==> config.mk <==
export PLATFORM = sky130hd
export DESIGN_NAME = int_controller
export DESIGN_NICKNAME = d
export VERILOG_FILES = /design/src/rtl/int_ctrl_pkg.sv /design/src/rtl/int_prio_enc.sv /design/src/rtl/int_controller.sv
export SDC_FILE = /design/constraint.sdc
export NUM_CORES = 1
export LEC_CHECK = 0
export ABC_CLOCK_PERIOD_IN_PS = 2000
export CORE_MARGIN = 2
export CORE_UTILIZATION = 46
export DETAILED_ROUTE_END_ITERATION = 7
export MAX_ROUTING_LAYER = met4
export PLACE_DENSITY = 0.88
export RECOVER_POWER = 50
export SETUP_SLACK_MARGIN = 0.2
export SYNTH_ARGS = -nofsm -noshare
export SYNTH_HDL_FRONTEND = slang
export SYNTH_SLANG_ARGS = --single-unit
==> constraint.sdc <==
create_clock -name clk -period 2 [get_ports clk]
set_clock_uncertainty 0.15 [all_clocks]
set_input_delay 0.5 -clock clk [delete_from_list [all_inputs] [get_ports clk]]
set_output_delay 0.5 -clock clk [all_outputs]
set_load 0.05 [all_outputs]
==> src/rtl/int_ctrl_pkg.sv <==
`default_nettype none
// ============================================================================
//  Module      : int_ctrl_pkg
//  Description : Shared constants for the interrupt responder: source count,
//                vector-index width, controller state encoding and the
//                interrupt vector table base used by the fetch stage.
//  Revision    : 1.0  initial release
// ============================================================================
package int_ctrl_pkg;

   // Number of peripheral interrupt lines and width of the vector index.
   localparam int NUM_SRC = 8;
   localparam int IDX_W   = $clog2(NUM_SRC);

   // Controller state encoding.
   typedef logic [1:0] state_t;
   localparam logic [1:0] ST_IDLE    = 2'b00;
   localparam logic [1:0] ST_REQ     = 2'b01;
   localparam logic [1:0] ST_SERVICE = 2'b10;

   // Base address of the interrupt vector table; the fetch stage adds the
   // scaled vector index to this value.
   localparam logic [31:0] IVT_BASE = 32'h0000_0080;

endpackage
`default_nettype wire

==> src/rtl/int_prio_enc.sv <==
`default_nettype none
// ============================================================================
//  Module      : int_prio_enc
//  Description : Combinational fixed-priority encoder. The lowest set bit of
//                req wins.
//  Ports       : req       - candidate request vector
//                any_valid - at least one bit of req is set
//                idx       - index of the winning (lowest) set bit, 0 if none
//  Revision    : 1.0  initial release
// ============================================================================
module int_prio_enc
   import int_ctrl_pkg::*;
#(
   parameter int NUM_SRC_P = NUM_SRC,
   parameter int IDX_W_P   = IDX_W
) (
   input  logic [NUM_SRC_P-1:0] req,
   output logic                 any_valid,
   output logic [IDX_W_P-1:0]   idx
);

   // Scan from the top down so the last assignment is the lowest set bit.
   always_comb begin
      any_valid = |req;
      idx       = '0;
      for (int i = NUM_SRC_P - 1; i >= 0; i--) begin
         if (req[i]) begin
            idx = IDX_W_P'(i);
         end
      end
   end

endmodule
`default_nettype wire

==> src/rtl/int_controller.sv <==
`default_nettype none
// ============================================================================
//  Module      : int_controller
//  Description : Interrupt responder for the pipelined core. Latches rising
//                edges of the peripheral lines as pending, arbitrates the
//                unmasked pending bits (lowest index first), presents one
//                request with a req/ack handshake and blocks further
//                requests until the core signals end-of-interrupt.
//  Ports       : clk        - system clock, rising edge
//                rst        - asynchronous active-low reset
//                irq_in     - peripheral request lines (rising-edge)
//                mask_we    - mask register write strobe
//                mask_wdata - new mask (1 = source disabled)
//                int_ack    - core took the interrupt (1-cycle pulse)
//                eoi        - core executed RTI (1-cycle pulse)
//                int_req    - interrupt request to the core
//                int_idx    - vector index of the requested source
//                pending    - pending bits (status/debug)
//                in_service - an ISR is active
//  Revision    : 1.0  initial release
// ============================================================================
module int_controller
   import int_ctrl_pkg::*;
#(
   parameter int NUM_SRC_P = NUM_SRC,
   parameter int IDX_W_P   = IDX_W
) (
   input  logic                 clk,
   input  logic                 rst,
   input  logic [NUM_SRC_P-1:0] irq_in,
   input  logic                 mask_we,
   input  logic [NUM_SRC_P-1:0] mask_wdata,
   input  logic                 int_ack,
   input  logic                 eoi,
   output logic                 int_req,
   output logic [IDX_W_P-1:0]   int_idx,
   output logic [NUM_SRC_P-1:0] pending,
   output logic                 in_service
);

   state_t                 state;
   logic [NUM_SRC_P-1:0]   irq_prev;
   logic [NUM_SRC_P-1:0]   mask;
   logic [NUM_SRC_P-1:0]   irq_edge;
   logic [NUM_SRC_P-1:0]   ack_clr;
   logic [NUM_SRC_P-1:0]   candidates;
   logic                   any_valid;
   logic [IDX_W_P-1:0]     enc_idx;
   logic                   take_ack;

   // irq_prev resets to 0, so a line already high at reset release is
   // treated as a fresh edge.
   assign irq_edge   = irq_in & ~irq_prev;
   assign candidates = pending & ~mask;
   assign take_ack   = (state == ST_REQ) && int_ack;

   // One-hot clear for the source being acknowledged this cycle.
   always_comb begin
      ack_clr = '0;
      if (take_ack) begin
         ack_clr[int_idx] = 1'b1;
      end
   end

   int_prio_enc #(
      .NUM_SRC_P (NUM_SRC_P),
      .IDX_W_P   (IDX_W_P)
   ) u_prio_enc (
      .req       (candidates),
      .any_valid (any_valid),
      .idx       (enc_idx)
   );

   // Edge history, mask and pending. A new edge is OR-ed in after the
   // acknowledge clear so an edge on the serviced line is never lost.
   always_ff @(posedge clk or negedge rst) begin
      if (!rst) begin
         irq_prev <= '0;
         mask     <= '0;
         pending  <= '0;
      end else begin
         irq_prev <= irq_in;
         pending  <= (pending & ~ack_clr) | irq_edge;
         if (mask_we) begin
            mask <= mask_wdata;
         end
      end
   end

   // Handshake FSM. int_idx is captured only on leaving IDLE and then held
   // until the next arbitration, so a presented request never changes.
   always_ff @(posedge clk or negedge rst) begin
      if (!rst) begin
         state   <= ST_IDLE;
         int_idx <= '0;
      end else begin
         case (state)
            ST_IDLE: begin
               if (any_valid) begin
                  int_idx <= enc_idx;
                  state   <= ST_REQ;
               end
            end
            ST_REQ: begin
               if (int_ack) begin
                  state <= ST_SERVICE;
               end
            end
            ST_SERVICE: begin
               if (eoi) begin
                  state <= ST_IDLE;
               end
            end
            default: begin
               state <= ST_IDLE;
            end
         endcase
      end
   end

   // Decoded directly from the state register (no combinational input path).
   assign int_req    = (state == ST_REQ);
   assign in_service = (state == ST_SERVICE);

endmodule
`default_nettype wire

* Word-level counts from Yosys, hierarchy flattened
Cells that the tools add are included.
Operators by class: mux-type cells 15, reductions and logical operators 6, bitwise gates (word level) 7, magnitude comparators 2, equal/unequal tests 5
Operators by type and width (number):
- $and 8x8->8 | 3
- $mux 3 | 8
- $not 8->8 | 3
- $mux 8 | 1
- $or 8x8->8 | 1
- $reduce_or 8->1 | 1
- $mux 2 | 3
- $ne 2x2->1 const B | 3
- $pmux 2 s3 | 1
- $lt 3x4->1 const B | 1
- $demux 1 s3 | 1
- $ge 3x1->1 const B | 1
- $reduce_and 3->1 | 1
- $eq 2x1->1 const B | 1
- $eq 2x2->1 const B | 1
- $logic_and 1x1->1 | 2
- $logic_not 2->1 | 1
- $reduce_and 2->1 | 1
- $mux 1 | 1
Storage, ports and cells: flip-flop bits (word level) 29, bits of input ports 21, output and inout bits 13, logic and storage cells 40

* Depth between registers and ports, before layout
Gate-level depths: netlist of the first run.
word-level depth 10, mapped depth 4, mapped depth without buffers 4

* Hierarchy
From an unflattened synthesis of the first run, not the netlist that was laid out.
Second synthesis, totals: cells, all modules 99, area, all modules 1211.2 µm²
Modules (own cells, without submodules):
- int_controller | cells each 86, seq. area each 725.7 µm², times used 1, area each 1129.8 µm²
- int_prio_enc | cells each 13, seq. area each 0.0 µm², times used 1, area each 81.3 µm²

* Worst setup path after synthesis of the first run
Ideal clock, no wire load.
path type register -> register, start point reg state[0], end point reg pending[1], arrival 1678 ps, setup slack 38 ps, cell stages (with the launch flop) 5, cell sequence dfrtp_1 -> nor2b_1 -> nand3_1 -> o31ai_1 -> o21ai_0
On the way: cells in the longest elaborated chain, start to end 6
RTL lines:
- start, declared | RTL line int_controller.sv:41 | state_t state;
- start signal, assigned | RTL line int_controller.sv:94 | state <= ST_IDLE;
- start signal, assigned | RTL line int_controller.sv:101 | state <= ST_REQ;
- start signal, assigned | RTL line int_controller.sv:106 | state <= ST_SERVICE;
- $eq 2x1->1
- named net int_req | RTL line int_controller.sv:35 | output logic int_req,
- $logic_and 1x1->1 | RTL line int_controller.sv:55 | assign take_ack = (state == ST_REQ) && int_ack;
- $mux 8 | RTL line int_controller.sv:60 | if (take_ack) begin
- $not 8->8 | RTL line int_controller.sv:83 | pending <= (pending & ~ack_clr) | irq_edge;
- $and 8x8->8 | RTL line int_controller.sv:83
- $or 8x8->8 | RTL line int_controller.sv:83
- end signal, assigned | RTL line int_controller.sv:83
- end, declared | RTL line int_controller.sv:37 | output logic [NUM_SRC_P-1:0] pending,
The timed path passes the listed nets, and every way through them passes these cells. A chain may end at the register's enable or synchronous reset.

* Worst setup path in the final report of the first run
start point reg state[0], end point out in_service
On the way: cells in the longest elaborated chain, start to end 1
RTL lines:
- $eq 2x2->1 | RTL line int_controller.sv:123 | assign in_service = (state == ST_SERVICE);
- end, declared | RTL line int_controller.sv:38 | output logic in_service
No other way between the ends.

==> results.json, run 1 <==
{
  "drtPass1Iterations": 5,
  "grt_pass1_wl_um": 4000,
  "ys_seq_elements": 29,
  "hold_buffers": 0,
  "gr-total-overflow": 0,
  "critPathRequiredTime_ns": 1.35,
  "cap_violations": 0,
  "layoutNonFillerInstCount": 179,
  "synth_xor_area_share_pct": 0,
  "seq_area_frac_synth_pct": 60.9,
  "drt-total-wl_um": 2670,
  "post-route-drc-count": 0,
  "die_area_sq_um": 3020,
  "reg2reg_slack_ns": 0.34,
  "dr_total_vias": 975,
  "synth.area.top_cells": "dfrtp_1, o21ai_0, mux2_2, nand2b_1, inv_1",
  "rsz0062_at_grt": "false",
  "clk_pin_slew_ns": 0.08,
  "min_period_ns": 1.75,
  "cts_tree": "done",
  "clockBufferDepth": 2,
  "insertion_delay_ns": 0.33,
  "start_util_pct": 48.1,
  "vias_per_cell": 5.45,
  "fmax_mhz": 570,
  "synth.top_cell.area_share_pct": 60.9,
  "synth-edff-count": 0,
  "synth_common_cells": "dfrtp_1, o21ai_0, inv_1",
  "hold_viol": 0,
  "leakage_nw": 0.739,
  "rows": 18,
  "hp-class": "reg2reg",
  "reg2reg_to": "int_idx[0]",
  "wire_per_inst_um": 14.9,
  "crit_end": "in_service",
  "yosysWarnings": 0,
  "gp_congestion": 0.889,
  "busiest_layer": "met2",
  "h-tree-depth": 2,
  "powerDensity_nw_per_um2": 1390,
  "total_power_w": 0.00237,
  "min_delay_path_depth": 1,
  "drive_gt1_share_pct": 28.2,
  "place_area_sq_um": 1610,
  "synth_area_sq_um": 1190,
  "use_met2_pct": 35.5,
  "fin_crit_sh_pct": 87.7,
  "antenna_found_initial": 0,
  "tightest_slew_ns": 0.701,
  "clock-sinks": 29,
  "io_pins": 34,
  "ir_drop_mv": 1.03,
  "stdcell_area_sq_um": 1710,
  "grt_pass1_vias": 948,
  "async_flop_share_pct": 100,
  "core_area_sq_um": 2480,
  "dp.final_hpwl_um": 1880,
  "setup_violations": 0,
  "die_w_um": 54.9,
  "synth_top_family_by_area": "compound AO/OA/AOI/OAI gates",
  "dp_cells": 168,
  "setup.worst_path.class": "reg2out",
  "relSlewSlack_pct": 53.3,
  "worst-r2r-cell-count": 4,
  "synthToLayoutAreaGrowth_pct": 43.1,
  "status": "completed",
  "synth_top_cell_by_area": "dfrtp_1",
  "cp.arrival_ns": 1.10,
  "reg2reg_from": "pending[0]",
  "diodes": 0,
  "synth_cell_type_count": 25,
  "die_y_um": 54.9,
  "numCtsBuffers": 5,
  "clockRootBuffer": "clkbuf_4",
  "layout.nets": 169,
  "synth_compound_area_share_pct": 14.5,
  "synth_ff_type": "dfrtp_1",
  "synthMuxAreaShare_pct": 7.56,
  "cp-start-kind": "register",
  "min_from": "irq_prev[3]",
  "grt_usage_pct": 20.4,
  "end_kind": "output port",
  "synth_most_common_cell": "dfrtp_1",
  "use_met1_pct": 20.0,
  "synth_area_per_cell_sq_um": 11.6,
  "place.port_buffers": 33,
  "cp_max_fo": 4,
  "grt_use_met3_pct": 8.33,
  "drt_iter0_drc": 23,
  "postRouteAntennaNets": 0,
  "syn_nets": 124,
  "synth-simple-area-share_pct": 13.6,
  "netlist_instances": 103,
  "crit_start": "state[0]",
  "drv_slew": 0,
  "grt_max_degree": 30,
  "synth_adder_area_share_pct": 0
}
-- registers in the layout (all words and copies together) (netlist names) --
signal,flops
irq_prev,8
int_idx,3
pending,8
mask,8
state,2
-- stage by stage --
| stage | setup slack [ns] | TNS, ns | hold WS, ns | utilization [%] |
|---|---|---|---|---|
| after CTS | 0.216 | 0 | 0.274 | 68.1 |
| after floorplan | 0.234 | 0 | 0.0544 | - |
| after global routing | 0.202 | 0 | 0.288 | 68.9 |
| after global placement | 0.0477 | 0 | 0.251 | 65.2 |
| final | 0.246 | 0 | 0.268 | 68.9 |
| after detailed placement | -0.0493 | -0.0493 | 0.263 | 65.2 |
-- cells by family (layout without fill, tap and decap cells) --
group | Yosys count | after routing
flip-flops | 29 | 29
AO/OA/AOI/OAI | 28 | 28
AND/OR/NAND/NOR | 27 | 27
buffers and inverters | 11 | 57
multiplexers | 8 | 8
-- how the worst min path moves through the flow --
stage / to / slack [ns]
finish: pending[3] / 0.27
floorplan: int_idx[0] / 0.05
global placement: pending[2] / 0.25
detailed placement: pending[3] / 0.26
CTS: pending[3] / 0.27
global route: pending[3] / 0.29
-- placed cells by master, fill, tap and decap left out, types with 2 or more instances in the layout --
| cell | netlist | routed |
|---|---|---|
| dfrtp_2 | 0 | 3 |
| dfrtp_1 | 29 | 26 |
| nand2_1 | 3 | 3 |
| mux2_2 | 7 | 7 |
| nand4_1 | 2 | 2 |
| nand2b_1 | 9 | 8 |
| o21ai_0 | 16 | 16 |
| clkbuf_1 | 1 | 2 |
| nand3b_1 | 2 | 2 |
| dlygate4sd3_1 | 0 | 9 |
| nor2b_1 | 4 | 3 |
| clkdlybuf4s50_1 | 0 | 11 |
| buf_4 | 0 | 13 |
| a21oi_1 | 4 | 4 |
| inv_1 | 10 | 9 |
| o31ai_1 | 2 | 2 |
| nand3_1 | 2 | 2 |
| clkbuf_4 | 0 | 5 |
| buf_12 | 0 | 5 |
-- critical path: stages (launching register included) --
cell	delay [ns]
dfrtp_1	0.43
nand2b_4	0.16
inv_2	0.06
buf_12	0.13
-- area by class of cell --
class / instances / area [sq um]
timing repair buffer: 39 / 403
sequential: 29 / 729
tap: 30 / 37.5
fill: 184 / 771
inverter: 10 / 37.5
multi-input combinational: 63 / 440
clock buffer: 8 / 58.8
-- power breakdown --
group,internal [W],leakage [nW],switching [W]
combinational,0.000486,0.388,0.000650
clock,0.000173,0.0326,0.000189
sequential,0.000716,0.319,0.000158
-- layer usage --
metal  routed length [um]  part of all wire [%]
met3                  179                   6.7
met4                   52                   1.9
met2                 1440                    54
met1                 1000                    37
met5                    0                     0
-- repair_timing --
item / CTS / global route
setup buffers: 2 / 1
setup endpoints to repair: 2 / 2
resized for setup: 0 / 4
(Power assumes the default switching activity.)
==> run 2: changes to the inputs <==
- CORE_UTILIZATION: 46 -> 50
- DONT_BUFFER_PORTS: not set -> 1
- PLACE_DENSITY: 0.88 -> 0.75
==> run 2 against run 1 <==
- non-clock buffer count decreased by 25
- hold slack worse by 0.24 ns
- fmax fell by 4.3%
- sequential power grew 2.6%
- routed wire length down 11%
- worst setup slack got worse by 0.078 ns
- global-route usage is 1.0 points higher
- sequential cell count is the same
- register-to-register slack improved by 0.03 ns
- highest routed layer unchanged
==> results.json, run 2 (synthesized netlist as in run 1, its figures left out) <==
{
  "rows": 17,
  "powerDensity_nw_per_um2": 1530,
  "total_power_w": 0.00215,
  "grt_max_degree": 30,
  "numCtsBuffers": 5,
  "dp.final_hpwl_um": 1700,
  "clk_pin_slew_ns": 0.10,
  "gp_congestion": 0.828,
  "drv_slew": 0,
  "drt-total-wl_um": 2380,
  "drive_gt1_share_pct": 29.0,
  "fmax_mhz": 546,
  "place_ws_ns": 0.388,
  "min_delay_path_depth": 0,
  "layout.nets": 144,
  "cp.arrival_ns": 1.18,
  "setup.worst_path.class": "reg2out",
  "worst-r2r-cell-count": 4,
  "insertion_delay_ns": 0.33,
  "grt_pass1_wl_um": 3940,
  "leakage_nw": 0.606,
  "post-route-drc-count": 0,
  "dr_total_vias": 856,
  "die_area_sq_um": 2790,
  "fin_ws_ns": 0.167,
  "clockRootBuffer": "clkbuf_4",
  "hp-class": "in2reg",
  "place.port_buffers": 0,
  "clockBufferDepth": 2,
  "cp_max_fo": 4,
  "postRouteAntennaNets": 0,
  "clock-sinks": 29,
  "cap_violations": 0,
  "rsz0062_at_grt": "true",
  "setup-tns-final_ns": 0,
  "setup_violations": 0,
  "status": "completed",
  "cp-start-kind": "register",
  "diodes": 0,
  "core_area_sq_um": 2230,
  "gr-total-overflow": 0,
  "critPathRequiredTime_ns": 1.35,
  "drt_iter0_drc": 4,
  "min_period_ns": 1.83,
  "h-tree-depth": 2,
  "vias_per_cell": 5.63,
  "reg.largest.list": "irq_prev: 8 flops, mask: 8 flops, pending: 8 flops",
  "drtPass1Iterations": 4,
  "die_y_um": 52.8,
  "hold_viol": 0,
  "synthToLayoutAreaGrowth_pct": 18.4,
  "end_kind": "output port",
  "grt_pass1_vias": 938,
  "antenna_found_initial": 0,
  "die_w_um": 52.8,
  "final_cell_mix": "dfrtp_1, o21ai_0, buf_4",
  "start_util_pct": 53.4,
  "io_pins": 34,
  "wire_per_inst_um": 15.6,
  "cts_tree": "done",
  "ir_drop_mv": 1.09,
  "relSlewSlack_pct": 54.2,
  "hold_slack_ns": 0.0312,
  "fin_crit_sh_pct": 91.6,
  "tightest_slew_ns": 0.688,
  "layout_commonest_cell": "dfrtp_1",
  "grt_usage_pct": 21.4
}
## run 2: layer usage
metal  routed length (um)  track usage (%)  up-vias
met5                    0                -        -
met4                   56             12.0        0
met3                  150             7.71        7
met2                 1160             34.2       28
met1                 1010             23.0      424
li1                     -                -      397
## run 2: timing repair
item | CTS | global route
cloned | 0 | 0
setup endpoints to repair | 2 | 2
endpoints found under the hold margin | 29 | 0
buffers inserted | 2 | 0
gates resized for setup | 1 | 1
hold buffers | 2 | 0
## run 2: area by class of cell
class,count,area (sq um)
Clock buffer,7,65.1
Clock inverter,1,5.00
Fill cell,190,822
Inverter,10,41.3
Multi-Input combinational cell,63,428
Sequential cell,29,728
Tap cell,28,35.0
Timing Repair Buffer,14,109
## run 2: metrics by stage
| step | cells | cell area [sq um] | util, % |
|---|---|---|---|
| detailed placement | 140 | 1300 | 58.4 |
| global placement | 140 | 1300 | 58.4 |
| floorplan | 103 | 1200 | - |
| finish | 152 | 1410 | 63.2 |
| CTS | 152 | 1420 | 63.7 |
| global route | 152 | 1410 | 63.2 |
## run 2: worst paths after layout
check | startpoint | to | slack [ns]
worst min register to register | irq_prev[5] | pending[5] | 0.26
min in group asynchronous | rst | mask[0] | 0.58
worst max-delay path | state[1] | in_service | 0.17
max in group asynchronous | rst | pending[1] | 0.62
worst min-delay path | irq_in[0] | irq_prev[0] | 0.03
worst max register to register | state[1] | int_idx[0] | 0.37
## run 2: worst max-delay path, cell delays in order, from the launching register on
cell and delay (ns):
dfrtp_1 0.43, nand2b_1 0.15, clkinvlp_4 0.26
## run 2: report_power, final
group	internal, W	switching, W	total (W)
logic	0.000301	0.000551	0.000852
clock network	0.000203	0.000202	0.000405
registers	0.000712	0.000185	0.000897
total	0.00122	0.000938	0.00215
